<file path="src/rtl/patbuf_pkg.sv">
// Shared definitions for the pattern-buffer controller: default geometry,
// anti-starvation limit and the streamer state encoding.
package patbuf_pkg;

    localparam int unsigned BUFP_WIDTH   = 3;   // 8 buffers
    localparam int unsigned FIELDP_WIDTH = 5;   // 32 fields per buffer
    localparam int unsigned BUFFER_WIDTH = 8;   // field data width
    localparam int unsigned STARVE_LIMIT = 4;   // denied FETCH cycles before the core is stalled

    typedef enum logic [1:0] {
        ST_IDLE  = 2'd0,
        ST_FETCH = 2'd1,
        ST_HOLD  = 2'd2
    } strm_state_t;

endpackage

</file>
<file path="src/rtl/patbuf_store.sv">
// Single-port synchronous-read pattern store. One access per cycle; read data
// is captured into one of two output registers so the core's read result and
// the streamer's current beat are each held independently of later accesses.
//   clk, reset      : clock, synchronous active-low reset (output registers only)
//   en, we          : access enable, write select
//   rsel            : read destination (0 = core register, 1 = stream register)
//   addr, wdata     : {buffer, field} address and write data
//   rdata_core      : last core read result
//   rdata_strm      : last streamer read result
module patbuf_store #(
    parameter int unsigned addr_width = 8,
    parameter int unsigned data_width = 8
) (
    input  logic                  clk,
    input  logic                  reset,
    input  logic                  en,
    input  logic                  we,
    input  logic                  rsel,
    input  logic [addr_width-1:0] addr,
    input  logic [data_width-1:0] wdata,
    output logic [data_width-1:0] rdata_core,
    output logic [data_width-1:0] rdata_strm
);

    localparam int unsigned DEPTH = 1 << addr_width;

    logic [data_width-1:0] mem [DEPTH];

    // Array contents are intentionally not reset.
    always_ff @(posedge clk) begin
        if (en && we) begin
            mem[addr] <= wdata;
        end
    end

    // Read capture, steered to the requester's register.
    always_ff @(posedge clk) begin
        if (!reset) begin
            rdata_core <= '0;
            rdata_strm <= '0;
        end else if (en && !we) begin
            if (rsel) begin
                rdata_strm <= mem[addr];
            end else begin
                rdata_core <= mem[addr];
            end
        end
    end

endmodule

</file>
<file path="src/rtl/patbuf_ctrl.sv">
// Pattern-buffer controller: shares the single-ported store between the pat
// core (priority) and an output streamer, with an anti-starvation counter that
// stalls the core when the streamer has been denied too long.
//   core side   : bufp, fieldp, core_rd, fieldwp, field_out, write_en ->
//                 field_in, field_in_valid, core_stall, write_err
//   commit side : commit, commit_buf -> busy, commit_err
//   stream side : stream_data, stream_valid, stream_last <- stream_ready
module patbuf_ctrl
    import patbuf_pkg::*;
#(
    parameter int unsigned bufp_width   = BUFP_WIDTH,
    parameter int unsigned fieldp_width = FIELDP_WIDTH,
    parameter int unsigned buffer_width = BUFFER_WIDTH,
    parameter int unsigned starve_limit = STARVE_LIMIT
) (
    input  logic                    clk,
    input  logic                    reset,
    input  logic [bufp_width-1:0]   bufp,
    input  logic [fieldp_width-1:0] fieldp,
    input  logic                    core_rd,
    input  logic [fieldp_width-1:0] fieldwp,
    input  logic [buffer_width-1:0] field_out,
    input  logic                    write_en,
    output logic [buffer_width-1:0] field_in,
    output logic                    field_in_valid,
    output logic                    core_stall,
    input  logic                    commit,
    input  logic [bufp_width-1:0]   commit_buf,
    output logic [buffer_width-1:0] stream_data,
    output logic                    stream_valid,
    input  logic                    stream_ready,
    output logic                    stream_last,
    output logic                    busy,
    output logic                    commit_err,
    output logic                    write_err
);

    localparam int unsigned ADDR_W = bufp_width + fieldp_width;
    localparam int unsigned CNT_W  = $clog2(starve_limit + 1);

    localparam logic [fieldp_width-1:0] IDX_LAST = {fieldp_width{1'b1}};
    localparam logic [fieldp_width-1:0] IDX_ONE  = fieldp_width'(1);
    localparam logic [CNT_W-1:0]        CNT_MAX  = CNT_W'(starve_limit);
    localparam logic [CNT_W-1:0]        CNT_ONE  = CNT_W'(1);

    strm_state_t             state, state_n;
    logic [fieldp_width-1:0] idx, idx_n;
    logic [bufp_width-1:0]   strm_buf, strm_buf_n;
    logic [CNT_W-1:0]        cnt, cnt_n;
    logic                    q_valid, q_valid_n;
    logic [bufp_width-1:0]   q_buf, q_buf_n;
    logic                    stream_valid_n, stream_last_n;
    logic                    busy_n, core_stall_n;
    logic                    field_in_valid_n, commit_err_n, write_err_n;

    logic                    core_req, core_gnt, strm_gnt, wr_drop, final_hs;
    logic                    mem_en, mem_we, mem_rsel;
    logic [ADDR_W-1:0]       mem_addr;

    // Arbitration. core_stall is registered and already encodes
    // "FETCH with the counter at its limit", so it forces the streamer grant.
    always_comb begin
        core_req = write_en || core_rd;
        core_gnt = core_req && !core_stall;
        strm_gnt = (state == ST_FETCH) && (core_stall || !core_req);
        wr_drop  = core_gnt && write_en && busy && (bufp == strm_buf);
        final_hs = (state == ST_HOLD) && stream_ready && (idx == IDX_LAST);
    end

    // Store port mux; a dropped write performs no access at all.
    always_comb begin
        mem_en   = strm_gnt || (core_gnt && !wr_drop);
        mem_we   = core_gnt && write_en;
        mem_rsel = !core_gnt;
        mem_addr = core_gnt ? {bufp, (write_en ? fieldwp : fieldp)} : {strm_buf, idx};
    end

    patbuf_store #(
        .addr_width (ADDR_W),
        .data_width (buffer_width)
    ) u_store (
        .clk        (clk),
        .reset      (reset),
        .en         (mem_en),
        .we         (mem_we),
        .rsel       (mem_rsel),
        .addr       (mem_addr),
        .wdata      (field_out),
        .rdata_core (field_in),
        .rdata_strm (stream_data)
    );

    // Streamer FSM, starve counter, commit queue and error pulses.
    always_comb begin
        state_n          = state;
        idx_n            = idx;
        strm_buf_n       = strm_buf;
        cnt_n            = cnt;
        q_valid_n        = q_valid;
        q_buf_n          = q_buf;
        stream_valid_n   = stream_valid;
        stream_last_n    = stream_last;
        commit_err_n     = 1'b0;
        write_err_n      = wr_drop;
        field_in_valid_n = core_gnt && !write_en;

        case (state)
            ST_IDLE: begin
                cnt_n = '0;
            end
            ST_FETCH: begin
                if (strm_gnt) begin
                    state_n        = ST_HOLD;
                    cnt_n          = '0;
                    stream_valid_n = 1'b1;
                    stream_last_n  = (idx == IDX_LAST);
                end else if (cnt != CNT_MAX) begin
                    cnt_n = cnt + CNT_ONE;
                end
            end
            ST_HOLD: begin
                if (stream_ready) begin
                    stream_valid_n = 1'b0;
                    stream_last_n  = 1'b0;
                    if (idx == IDX_LAST) begin
                        state_n = ST_IDLE;
                    end else begin
                        idx_n   = idx + IDX_ONE;
                        state_n = ST_FETCH;
                    end
                end
            end
            default: begin
                state_n = ST_IDLE;
            end
        endcase

        // Queued commit starts straight after the final handshake.
        if (final_hs && q_valid) begin
            state_n    = ST_FETCH;
            strm_buf_n = q_buf;
            idx_n      = '0;
            q_valid_n  = 1'b0;
        end

        // The final-handshake cycle frees the queue slot for a new commit.
        if (commit) begin
            if ((state == ST_IDLE) || (final_hs && !q_valid)) begin
                state_n    = ST_FETCH;
                strm_buf_n = commit_buf;
                idx_n      = '0;
            end else if (!q_valid || final_hs) begin
                q_valid_n = 1'b1;
                q_buf_n   = commit_buf;
            end else begin
                commit_err_n = 1'b1;
            end
        end

        busy_n       = (state_n != ST_IDLE) || q_valid_n;
        core_stall_n = (state_n == ST_FETCH) && (cnt_n == CNT_MAX);
    end

    always_ff @(posedge clk) begin
        if (!reset) begin
            state          <= ST_IDLE;
            idx            <= '0;
            strm_buf       <= '0;
            cnt            <= '0;
            q_valid        <= 1'b0;
            q_buf          <= '0;
            stream_valid   <= 1'b0;
            stream_last    <= 1'b0;
            busy           <= 1'b0;
            core_stall     <= 1'b0;
            field_in_valid <= 1'b0;
            commit_err     <= 1'b0;
            write_err      <= 1'b0;
        end else begin
            state          <= state_n;
            idx            <= idx_n;
            strm_buf       <= strm_buf_n;
            cnt            <= cnt_n;
            q_valid        <= q_valid_n;
            q_buf          <= q_buf_n;
            stream_valid   <= stream_valid_n;
            stream_last    <= stream_last_n;
            busy           <= busy_n;
            core_stall     <= core_stall_n;
            field_in_valid <= field_in_valid_n;
            commit_err     <= commit_err_n;
            write_err      <= write_err_n;
        end
    end

endmodule

</file>
<file path="config.mk">
export PLATFORM = sky130hd
export DESIGN_NAME = patbuf_ctrl
export DESIGN_NICKNAME = d
export VERILOG_FILES = /design/src/rtl/patbuf_pkg.sv /design/src/rtl/patbuf_store.sv /design/src/rtl/patbuf_ctrl.sv
export SDC_FILE = /design/constraint.sdc
export NUM_CORES = 2
export LEC_CHECK = 0
export CAP_MARGIN = 15
export CORE_MARGIN = 2
export CORE_UTILIZATION = 55
export DETAILED_ROUTE_END_ITERATION = 12
export PLACE_DENSITY_LB_ADDON = 0.3
export SYNTH_ARGS = -nofsm -noshare
export SYNTH_HDL_FRONTEND = slang
export SYNTH_SLANG_ARGS = --single-unit
</file>
<file path="constraint.sdc">
create_clock -name clk -period 10.8 [get_ports clk]
set_clock_uncertainty 0.05 [all_clocks]
set_input_delay 2.16 -clock clk [delete_from_list [all_inputs] [get_ports clk]]
set_output_delay 2.16 -clock clk [all_outputs]
set_load 0.02 [all_outputs]
</file>
; Word level (Yosys, flattened, before mapping)
; Memories as Yosys holds them, arrays and structs flattened.
; Index checks and enable logic that the tools add are counted.
[word_totals]
mem_bits_rw = 2048
reg_bits = 40
memories = 1
word_cells = 98
inputBits = 30
output_inout_bits = 23
[classes]
reduce_logical = 34
addsub = 2
mux = 33
n_eq_ne = 9
bitwise_logic = 4
[mem_list]
columns = name, depth, word_bits, rd, rd_ports_with_merged_regs, write_ports, line_no
row1 = u_store.mem, 256, 8, 1, 0, 1, patbuf_store.sv:27  ; logic [data_width-1:0] mem [DEPTH];
[op_table]
columns = operator, n
row1 = 5-bit two-way mux, 7
row2 = 3-bit two-way mux, 5
row3 = 1-bit logical AND, 14
row4 = 1-bit two-way mux, 11
row5 = 2-bit two-way mux, 5
row6 = 8-bit two-way mux, 1
row7 = 1-bit zero test, 6
row8 = 1-bit logical OR, 6
row9 = 2-bit one-hot mux with 3 select lines, 1
row10 = 3-bit one-hot mux with 2 select lines, 1
row11 = 3-bit AND reduction, 2
row12 = 5-bit by 1-bit adder with 5-bit output (second input constant), 1
row13 = 5-bit == test (second input constant), 1
row14 = 2-bit by 1-bit == test with 1-bit output (second input constant), 2
row15 = 2-bit inequality test (second input constant), 2
row16 = 1-bit NOT, 4
row17 = 1-bit one-hot mux with 2 select lines, 2
row18 = 2-bit AND reduction, 2
row19 = 2-bit nonzero test, 2
row20 = 3-bit by 1-bit adder with 3-bit output (second input constant), 1
row21 = 3-bit == test, 1
row22 = 3-bit == test (second input constant), 1
row23 = 3-bit inequality test (second input constant), 1
row24 = 3-bit OR reduction, 1
row25 = other kinds (2), 2

; Longest topological paths before layout
[depth]
ltp_word = 11
mapped_depth = 15

; Hierarchy
; From an unflattened synthesis, not the netlist that was laid out.
[hier_totals]
hier_cells = 3907
hier_area_um2 = 81066.5
[modules_own_cells]
columns = mod, instances, seq_area_each_um2, area_each_um2, cells_per_inst
row1 = patbuf_store, 1, 61819.3, 79710.2, 3748
row2 = patbuf_ctrl, 1, 480.5, 1356.3, 159

; Least setup slack after synthesis
; Ideal clock, no wire load.
[synth_timing]
kind = input port to flip-flop
from = in write_en
to = mem u_store.mem[108][0], enable pin
setup_slack_ns = 5.896
n_path_buf = 6
arrival_ns = 4.484
t_required_ns = 10.380
path_stages = 11
path_cell_list = nor2_1 > a221oi_2 > buf_2 > buf_2 > buf_2 > buf_2 > buf_2 > nor2_1 > nand3_1 > clkbuf_1 > nor2_1
[synth_between]
elab_chain_len = 11
elab_cells_between_ends = 16
cone_classes = 4 x mux / 12 x reduce/logical
[synth_lines]
columns = item, line_no
row1 = from (decl), patbuf_ctrl.sv:23  ; input logic write_en,
row2 = 1-bit logical OR, patbuf_ctrl.sv:63  ; core_req = write_en || core_rd;
row3 = 1-bit logical AND, patbuf_ctrl.sv:64  ; core_gnt = core_req && !core_stall;
row4 = 1-bit logical AND, "patbuf_ctrl.sv:66, patbuf_ctrl.sv:73"
row5 = 1-bit logical AND (2 in series), patbuf_ctrl.sv:66  ; wr_drop = core_gnt && write_en && busy && (bufp == strm_buf);
row6 = 1-bit zero test, patbuf_ctrl.sv:72  ; mem_en = strm_gnt || (core_gnt && !wr_drop);
row7 = 1-bit logical AND, patbuf_ctrl.sv:72
row8 = 1-bit logical OR, patbuf_ctrl.sv:72
row9 = 1-bit logical AND, patbuf_store.sv:31  ; if (en && we) begin
row10 = 1-bit two-way mux, patbuf_store.sv:31
row11 = 1-bit two-way mux (implied by the code), patbuf_store.sv:32  ; mem[addr] <= wdata;
row12 = to (decl), patbuf_store.sv:27
; Parallel ways exist; a longest one is shown, timed or not.

; Final worst setup path
[layout_timing]
from = in write_en
to = reg u_store.rdata_strm[5] (read register of u_store.mem)
[layout_between]
elab_chain_len = 10
elab_cells_between_ends = 18
cone_classes = 2 x mux / 1 x bitwise / 14 x reduce/logical / 1 x memory
[layout_lines]
columns = item, line_no
row1 = "parallel branches: the longest is 10 deep, another holds memory read 256 x 8 bit", n/a
row2 = to (decl), patbuf_store.sv:22  ; output logic [data_width-1:0] rdata_strm
; Several ways; the timed one is not identified.
; A chain may end at the register's enable or synchronous reset.

==> impl_metrics.toml <==
[timing]
slew_viol_final = 0
slew_headroom_pct = 15.2
tns_ns = 0
max_freq_mhz = 141
finalCriticalPeriod_ns = 7.11
worst_pin_slew_ns = 1.27
fin_ws_ns = 3.69
whs_ns = 0.445
rsz0062_at_grt = "false"
setup_violations = 0
fin_crit_sh_pct = 65.8
final_hold_viol_count = 0

[synthesis]
synth_ff_type = "edfxtp_1"
synth_seq_cells = 2088
synth_area_um2 = 84300
synthTopCellsByArea = "edfxtp_1 73%, mux2i_1 5.5%, nand2_1 4.3%"
synth_area_leader_cell = "edfxtp_1"
yosys-top-cells-count = "2048 x edfxtp_1, 970 x nand2_1, 466 x mux2i_1, 293 x nor2_1, 291 x a2111oi_0"
synth_edf_count = 2048
synth-seq-area-share_pct = 73.9
synthArstFlopShare_pct = 0
synth_nets = 5594
yosysMostFrequentCell = "edfxtp_1"
syn_avg_cell_area_um2 = 15.2
ys_warn_count = 0
synth.distinct_cells = 64
synthCells = 5561
yosys.area.top_type_share_pct = 73.0

[layout]
seq_area_um2 = 62300
layout.nets = 5523
area_growth_pct = 10.6
stdcell_area_um2 = 93200
multiInputGateArea_um2 = 20100
fillerInstances = 11000
drive_gt1_share_pct = 9.60

[place]
place_area_um2 = 86500
hpwlAfterDp_um = 130000
gp_congestion = 0.879
port_buffers = 52
place_ws_ns = 3.03

[setup_path]
worstSetupEndpointType = "flip-flop"
cp.required_ns = 11.48
worst_path_largest_cell_delay_ns = 0.87
r2r-start = "core_stall$_SDFF_PN0_"
path_cells = "clkdlybuf4s50_1 -> nand2b_1 -> o21ai_1 -> a221oi_4 -> buf_12 -> buf_4 -> a2111oi_0 -> nor4_1 -> nor4_1 -> o41ai_1 -> and4_1 -> a21oi_1"
cp-start-kind = "input port"
cpMaxStageDelayCell = "o41ai_1"
cp-startpoint = "write_en"
worstPathArrival_ns = 7.79
crit_type = "input port to flip-flop"
crit_path_frequent_cell = "nor4_1"
worstPathMaxFanout = 94

[die]
die_y_um = 396
ios = 53
core_area_um2 = 152000
dieArea_um2 = 156000
die_w_um = 396
start_util_pct = 55.4
rows = 143

[power_and_ir_drop]
vdd_drop_max_mv = 0.216
power.density_nw_per_um2 = 186
swShare_pct = 23.0
pwr-share-seq_pct = 51.6
finalPower_w = 0.0173
p_comb_share_pct = 7.4
p_int_w = 0.0133
p_clk_share_pct = 41.0
leakage_nw = 30.1
switchingPower_w = 0.00398

[grt]
grt_pass1_vias = 48400
grtUsageMet2_pct = 42.6
grt_pass1_wl_um = 329000
overflow = 0
antenna_found_initial = 5
busiest_layer = "met2"
grt_max_degree = 162
track_usage_pct = 28.3
grt.met3_usage_pct = 6.62
grt_use_met1_pct = 40.7

[cts]
clock_sinks = 2088
htree_levels = 4
path_clk_slew_ns = 0.06
clockBufferDepth = 3
cts_root_buf = "clkbuf_16"
ctsResizeCount = 0
clk_latency_ns = 0.84
post_cts_buffers = 0
cts_inserted_buffers = 202
tritoncts = "yes"
ctsHoldBuffers = 0

[job]
cap_violations = 0

[routing]
via_per_inst = 6.65
wl_um = 225000
wl_per_cell_um = 29.3
firstDrtPassIters = 6
via_count = 51200
drtAntennaViolNets = 0
drc = 0
drt_iter0_markers = 8290

[run_status]
status = "complete, no violations"

[min_path]
min_from = "q_buf[1]$_SDFFE_PN0P_"
hp-class = "flip-flop to flip-flop"
final timing paths:
kind                                        endpoint  slack (ns)  cells after the start
hold reg to reg               strm_buf[1]$_SDFF_PN0_        0.45                      2
hold / removal                strm_buf[1]$_SDFF_PN0_        0.45                      2
setup reg to reg  u_store.rdata_strm[5]$_SDFFE_PN0P_        4.83                     10
setup / recovery  u_store.rdata_strm[5]$_SDFFE_PN0P_        3.69                     12
cell type report:
type                       instances  share of cell area [%]
clock inverter                   127                    1.39
antenna                            4                  0.0107
inverter                           6                  0.0242
tap                             2030                    2.72
multi-input combinational       3033                    21.6
timing repair buffer             159                    1.69
sequential                      2088                    66.8
clock buffer                     253                    5.76
power groups by stage:
stage	logic (W)	registers, W	clock network [W]
after global routing	0.00134	0.00893	0.00744
after CTS	0.00126	0.00893	0.00714
final	0.00128	0.00893	0.00710
after floorplan	0.000714	0.00910	0
after global placement	0.00123	0.00910	0
after detailed placement	0.00125	0.00910	0
sequential cells by signal, indices dropped and copies added, names as in the netlist:
register,cells
u_store.mem,2048
u_store.rdata_core,8
u_store.rdata_strm,8
idx,5
cnt,3
q_buf,3
strm_buf,3
state,2
busy,1
commit_err,1
core_stall,1
field_in_valid,1
q_valid,1
stream_last,1
stream_valid,1
write_err,1
metal layers:
metal | share of wire, % | vias to the layer above | wire length, µm
met5 | 0.012 | - | 28
li1 | - | 21800 | -
met3 | 11 | 452 | 25900
met4 | 3.5 | 4 | 7800
met2 | 46 | 3302 | 103000
met1 | 39 | 25600 | 88500
layout by cell type, fill, tap and decap left out, drive strengths merged, types with 72 or more instances in the layout:
master | synthesis | layout
mux2 | 143 | 143
o2111ai | 72 | 72
nand4 | 191 | 191
nor2 | 296 | 296
nand2 | 970 | 970
a2111oi | 292 | 292
clkinv | 1 | 94
buf | 241 | 111
clkbuf | 193 | 254
o22ai | 108 | 108
mux2i | 466 | 466
edfxtp | 2048 | 2048
per-stage QoR:
stage / util [%] / cells
2_1_floorplan: - / 5561
5_1_grt: 61.3 / 7696
6_report: 61.3 / 7700
4_1_cts: 61.3 / 7694
3_5_place_dp: 56.9 / 7314
3_3_place_gp: 56.8 / 7308
cell families after synthesis:
family | synth area share (%)
and+or+nand+nor | 8.21
AOI/OAI and AO/OA | 7.87
muxes | 7.44
adders and majority gates | 0.0564
buffers and inverters | 2.47
DFF | 73.9
xor gates and xnor gates | 0.0520
worst max-delay path, delay by kind of cell:
| family | cells | cell delay (ns) |
|---|---|---|
| AOI/OAI and AO/OA | 5 | 2.01 |
| buffers and inverters | 3 | 1.80 |
| and+or+nand+nor | 4 | 1.69 |
No activity file was read; power rests on OpenSTA's default activity.
